`config.mk`:
```
export PLATFORM = sky130hd
export DESIGN_NAME = bit_serializer
export DESIGN_NICKNAME = d
export VERILOG_FILES = /design/src/rtl/bit_serializer.sv
export SDC_FILE = /design/constraint.sdc
export NUM_CORES = 1
export LEC_CHECK = 0
export CAP_MARGIN = 20
export CORE_UTILIZATION = 35
export CTS_BUF_LIST = sky130_fd_sc_hd__clkbuf_16
export CTS_CLUSTER_DIAMETER = 80
export CTS_CLUSTER_SIZE = 16
export DETAILED_ROUTE_END_ITERATION = 10
export GPL_TIMING_DRIVEN = 0
export HOLD_SLACK_MARGIN = 0.03
export PLACE_DENSITY = 0.57
export REMOVE_ABC_BUFFERS = 1
export SLEW_MARGIN = 5
export SYNTH_ARGS = -nofsm -noshare
export SYNTH_HDL_FRONTEND = slang
export SYNTH_SLANG_ARGS = --single-unit
```
`constraint.sdc`:
```
create_clock -name clk -period 2.35 [get_ports clk]
set_input_delay 0.705 -clock clk [delete_from_list [all_inputs] [get_ports clk]]
set_output_delay 0.705 -clock clk [all_outputs]
set_load 0.01 [all_outputs]
```
`src/rtl/bit_serializer.sv`:
```
// Parallel-to-serial front end: accepts WIDTH-bit words over valid/ready and emits one bit per
// clock, with a one-word holding buffer so consecutive words stream without an idle bit.
module bit_serializer #(
    parameter int unsigned WIDTH     = 8,
    parameter bit          MSB_FIRST = 1'b1,
    parameter logic        IDLE_BIT  = 1'b0
) (
    input  logic             clk,
    input  logic             rst,
    input  logic [WIDTH-1:0] data_in,
    input  logic             data_valid,
    output logic             data_ready,
    output logic             bit_out,
    output logic             bit_valid,
    output logic             frame_last,
    output logic             busy
);

    localparam int unsigned    CntW    = $clog2(WIDTH);
    localparam logic [CntW-1:0] CntLast = CntW'(WIDTH - 1);

    typedef enum logic {StIdle, StShift} state_e;

    state_e           state_q, state_d;
    logic [WIDTH-1:0] sh_q, sh_d;
    logic [WIDTH-1:0] hold_q, hold_d;
    logic             hold_full_q, hold_full_d;
    logic [CntW-1:0]  cnt_q, cnt_d;
    logic [WIDTH-1:0] sh_shifted;
    logic             xfer;
    logic             last_bit;

    assign data_ready = rst && !hold_full_q;
    assign xfer       = data_valid && data_ready;
    assign last_bit   = (cnt_q == CntLast);
    assign sh_shifted = MSB_FIRST ? {sh_q[WIDTH-2:0], 1'b0} : {1'b0, sh_q[WIDTH-1:1]};

    // State register
    always_ff @(posedge clk or negedge rst) begin
        if (!rst) begin
            state_q     <= StIdle;
            cnt_q       <= '0;
            hold_full_q <= 1'b0;
            sh_q        <= '0;
            hold_q      <= '0;
        end else begin
            state_q     <= state_d;
            cnt_q       <= cnt_d;
            hold_full_q <= hold_full_d;
            sh_q        <= sh_d;
            hold_q      <= hold_d;
        end
    end

    // Next-state logic
    always_comb begin
        state_d     = state_q;
        cnt_d       = cnt_q;
        hold_full_d = hold_full_q;
        sh_d        = sh_q;
        hold_d      = hold_q;
        unique case (state_q)
            StIdle: begin
                if (xfer) begin
                    sh_d    = data_in;
                    cnt_d   = '0;
                    state_d = StShift;
                end
            end
            StShift: begin
                if (!last_bit) begin
                    sh_d  = sh_shifted;
                    cnt_d = cnt_q + CntW'(1);
                    if (xfer) begin
                        hold_d      = data_in;
                        hold_full_d = 1'b1;
                    end
                end else if (hold_full_q) begin
                    // data_ready is low here, so no new word can collide with the hold move
                    sh_d        = hold_q;
                    hold_full_d = 1'b0;
                    cnt_d       = '0;
                end else if (xfer) begin
                    sh_d  = data_in;
                    cnt_d = '0;
                end else begin
                    cnt_d   = '0;
                    state_d = StIdle;
                end
            end
            default: state_d = StIdle;
        endcase
    end

    // Outputs
    always_comb begin
        bit_valid  = (state_q == StShift);
        bit_out    = IDLE_BIT;
        if (bit_valid) begin
            bit_out = MSB_FIRST ? sh_q[WIDTH-1] : sh_q[0];
        end
        frame_last = bit_valid && last_bit;
        busy       = (state_q == StShift) || hold_full_q;
    end

endmodule

```
Word level (Yosys, flattened, before mapping)
Cells that the tools add are included.

Flip-flop bits (word level): 21. Input bits: 11.

Bitwise operators: 2. Multiplexer cells: 14. Reduce and logical (&&, ||, !) cells: 8. Eq/ne operators: 2. Add/sub/neg operators: 1.

Operator list (count): 8-bit 2-to-1 mux (3); 8-bit case mux with 2 select lines (1); 1-bit 2-to-1 mux (6); 3-bit 2-to-1 mux (2); 3-bit case mux with 2 select lines (1); 3-bit by 1-bit adder with 3-bit output (second input constant) (1); 3-bit == test (second input constant) (1); 1-bit logical AND (3); 3-bit AND reduction (1); 2-bit != test (second input constant) (1); 1-bit NOT (2); 1-bit case mux with 2 select lines (1); 2-bit AND reduction (1); 2-bit nonzero test (1); 1-bit zero test (1); 1-bit logical OR (1).

Depth between registers and ports, before layout
Word-level depth: 7. Gate-level depth with buffers: 7. Mapped depth without buffers: 5.

Least setup slack after synthesis
OpenSTA, ideal clock, no wires.

Path kind: register to output. Start: register cnt_q[0]. End: output port frame_last. Required time: 1645 ps. Stages on the path, launching flop included: 5. Data arrival time: 1032 ps. Path buffers: 1. Path slack: 613 ps. Cell sequence: dfrtp_1 -> ha_1 -> ha_1 -> buf_6 -> and2_1.

Cells in the longest elaborated chain, start to end: 2.

RTL lines: from (decl) (line 28) `logic [CntW-1:0] cnt_q, cnt_d;`; from (signal assigned) (line 48) `cnt_q <= cnt_d;`; 3-bit == test (line 35) `assign last_bit = (cnt_q == CntLast);`; 1-bit logical AND (line 102) `frame_last = bit_valid && last_bit;`; to (decl) (line 15) `output logic frame_last,`.

Every way passes these cells.

Final worst setup path
Start: register state_q, in the netlist bit_valid. End: output port busy.

Cells in the longest elaborated chain, start to end: 1.

RTL lines: from (decl) (line 24) `state_e state_q, state_d;`; from (signal assigned) (line 41) `state_q <= StIdle;`; from (signal assigned) (line 47) `state_q <= state_d;`; 1-bit logical OR (line 103) `busy = (state_q == StShift) || hold_full_q;`; to (decl) (line 16) `output logic busy`.

Every way passes these cells.

==> reports/summary.txt <==
DR WL met3 - 69 um
Max-slew headroom - 73.1%
Fillcell total - 295
Yosys cell types - 24
IO Pins - 16
Max Cap Viol - 0
Top-area cell type share of the netlist area - 46.7%
Most frequent cell after synthesis - dfrtp_1
Synth Area in Simple Gates - 13.9%
Async set or reset register ratio after synthesis - 100%
Top cell type by total area after synthesis - dfrtp_1
Syn Area/Cell - 11.6 um2
PD cells - 1200 nW/um2
Via count - 753
Finished Layout Cells - 157
Critical Path End Type - output port
Post-synthesis compound-gate area fraction - 12.6%
Tcrit/Tclk final - 97.4%
CTS Root Cell - clkbuf_16
Post-synth EDFFs - 0
FP Rows - 20
Wire length of the first global-routing pass - 3.82 mm
Crit Path Category - reg2out
Hold buffer count at CTS - 0
Clock latency on the worst-skew pair - 0.25 ns
GRT Util Overall - 15.3%
Total gr overflow - 0
Clock buffer depth - 2
Initial antenna violation count - 0
Largest family of logic cells by synthesized area - multiplexers
Die W - 58.7 um
Top_reg_cell synth - dfrtp_1
Die footprint - 3450 um2
Status - completed
Clock skew - 0.00310 ns
Seq/Total Area, Yosys - 46.7%
Worst VDD drop - 0.000520 V
Post-DP Area - 1300 um2
Pin count of the biggest net entering global routing - 22
Port Buffers - 15
Startpoint types - register
Synth Cell Area - 1130 um2
Tmin final - 2.29 ns
Die height - 58.7 um
WL met1 - 1.11 mm
Core area - 3050 um2
CTS buffer count - 3
Critical path arrival - 1.58 ns
Setup TNS Final - 0 ns
Sink Count - 21
Final max-slew violation count - 0
Fin nets - 127
Area Growth Syn to Fin - 25.0%
Fin. Hold Viols - 0
Top Metal Used - met3
Clock-pin transition on the worst setup and hold timing paths - 0.06 ns
RSZ-0062 raised after global routing - false
Multiplexer share of the synthesized area - 17.8%
H-tree depth - 1
Via density - 4.80
Cell count after synthesis - 97
Critical Path RT - 1.64 ns
Final setup violation count - 0
Final worst slack - 0.0601 ns
Final core area utilization - 46.1%
Flip-flop and latch area - 531 um2
Multi-input logic area - 536 um2
Total wire length - 2.21 mm
Leak - 0.648 nW
Placement Setup Slack - -0.504 ns
Adder-Cell Fraction of Synth Area - 2.22%
Initial Utilization - 36.9%
Antenna cells - 0
# placed instances - 151
Drt wl/cell - 14.1 um
Share of post-route cells with drive strength above 1 - 21.2%
Placed wire-length estimate - 1.37 mm
Number of global-route vias before repair - 752
GPL Wtd Cong - 0.669
Fin area - 1410 um2
Final ANT Viol Nets - 0
Largest cells by area after synthesis - dfrtp_1 (47%), mux2_4 (11%), mux2i_1 (7.1%), o2bb2ai_1 (5.4%), o21ai_0 (4.9%)
DRC violations left - 0
Iter 0 DRT Violations - 15
Post-synthesis register bit count - 21
Synth Warn # - 0
Post-synthesis xor/xnor area fraction - 0%
CTS tree - done
Met2 WL - 1.03 mm
CP max FO - 12
Maximum clock frequency - 0.437 GHz
Commonest cells post-synth - dfrtp_1 (21), o21ai_0 (11)
First-pass DRT Iterations - 4
Measured slew at the worst slew-check pin - 0.402 ns
Hold Crit Class - in2async
==> through the flow <==
step | power (mW) | hold WS (ns)
after floorplan | 1.09 | 0.409
after global placement | 1.26 | 0.485
after detailed placement | 1.28 | 0.492
after CTS | 1.68 | 0.283
after global routing | 1.83 | 0.284
final | 1.69 | 0.284
==> final timing paths <==
path                           start          end  slack, ns  cells past startpoint
setup / recovery           bit_valid         busy       0.06                      2
hold / removal                   rst     cnt_q[0]       0.28                      1
setup reg to reg            cnt_q[0]    hold_q[3]       0.50                      6
hold reg to reg            hold_q[3]    hold_q[3]       0.51                      1
max in group asynchronous        rst  hold_full_q       1.71                      2
min in group clk           hold_q[3]    hold_q[3]       0.51                      1
==> power by group <==
group	internal, mW	switching [mW]	leakage, nW
clock	0.229	0.138	0.0409
combinational	0.360	0.287	0.349
sequential	0.533	0.143	0.258
==> per-layer routing <==
layer | track usage (%) | up-vias
met5 | 0 | -
met4 | 4.08 | 0
met3 | 4.62 | 0
met2 | 22.2 | 16
met1 | 22.2 | 364
li1 | - | 373
==> what timing repair did <==
item,CTS,global route
setup buffers,1,1
gates resized for setup,9,3
endpoints found under the setup margin,13,3
==> layout make-up <==
class                           instances  area share [%]
Multi-Input combinational cell         62            38.0
Sequential cell                        21            37.7
Timing Repair Buffer                   18            12.5
Clock buffer                            3            5.33
Tap cell                               44            3.91
Inverter                                8            2.13
Clock inverter                          1           0.356
==> critical path: stages, from the launching register on <==
cell,delay [ns]
dfrtp_4,0.54
or2_2,0.31
clkdlybuf4s50_1,0.48
==> flip-flops by register name, summed over array words and instances, names as in the netlist <==
signal and count:
hold_full_q 1, cnt_q 3, sh_q 8, bit_valid 1, hold_q 8
==> layout by cell type (no fill, tap or decap), types with 2 or more instances in the layout <==
cell	n
o2bb2ai_1	7
mux2_4	8
buf_4	2
nand2_1	5
mux2i_1	8
dfrtp_1	19
clkdlybuf4s50_1	13
inv_1	8
and2_1	2
nand3_1	8
o21ai_0	11
clkbuf_16	3
==> cells by family after synthesis <==
group,after synthesis
DFF,21
buffers and inverters,14
adders and majority gates,2
muxes,16
AOI/OAI and AO/OA,21
and+or+nand+nor,23
No activity file was read; power rests on OpenSTA's default activity.
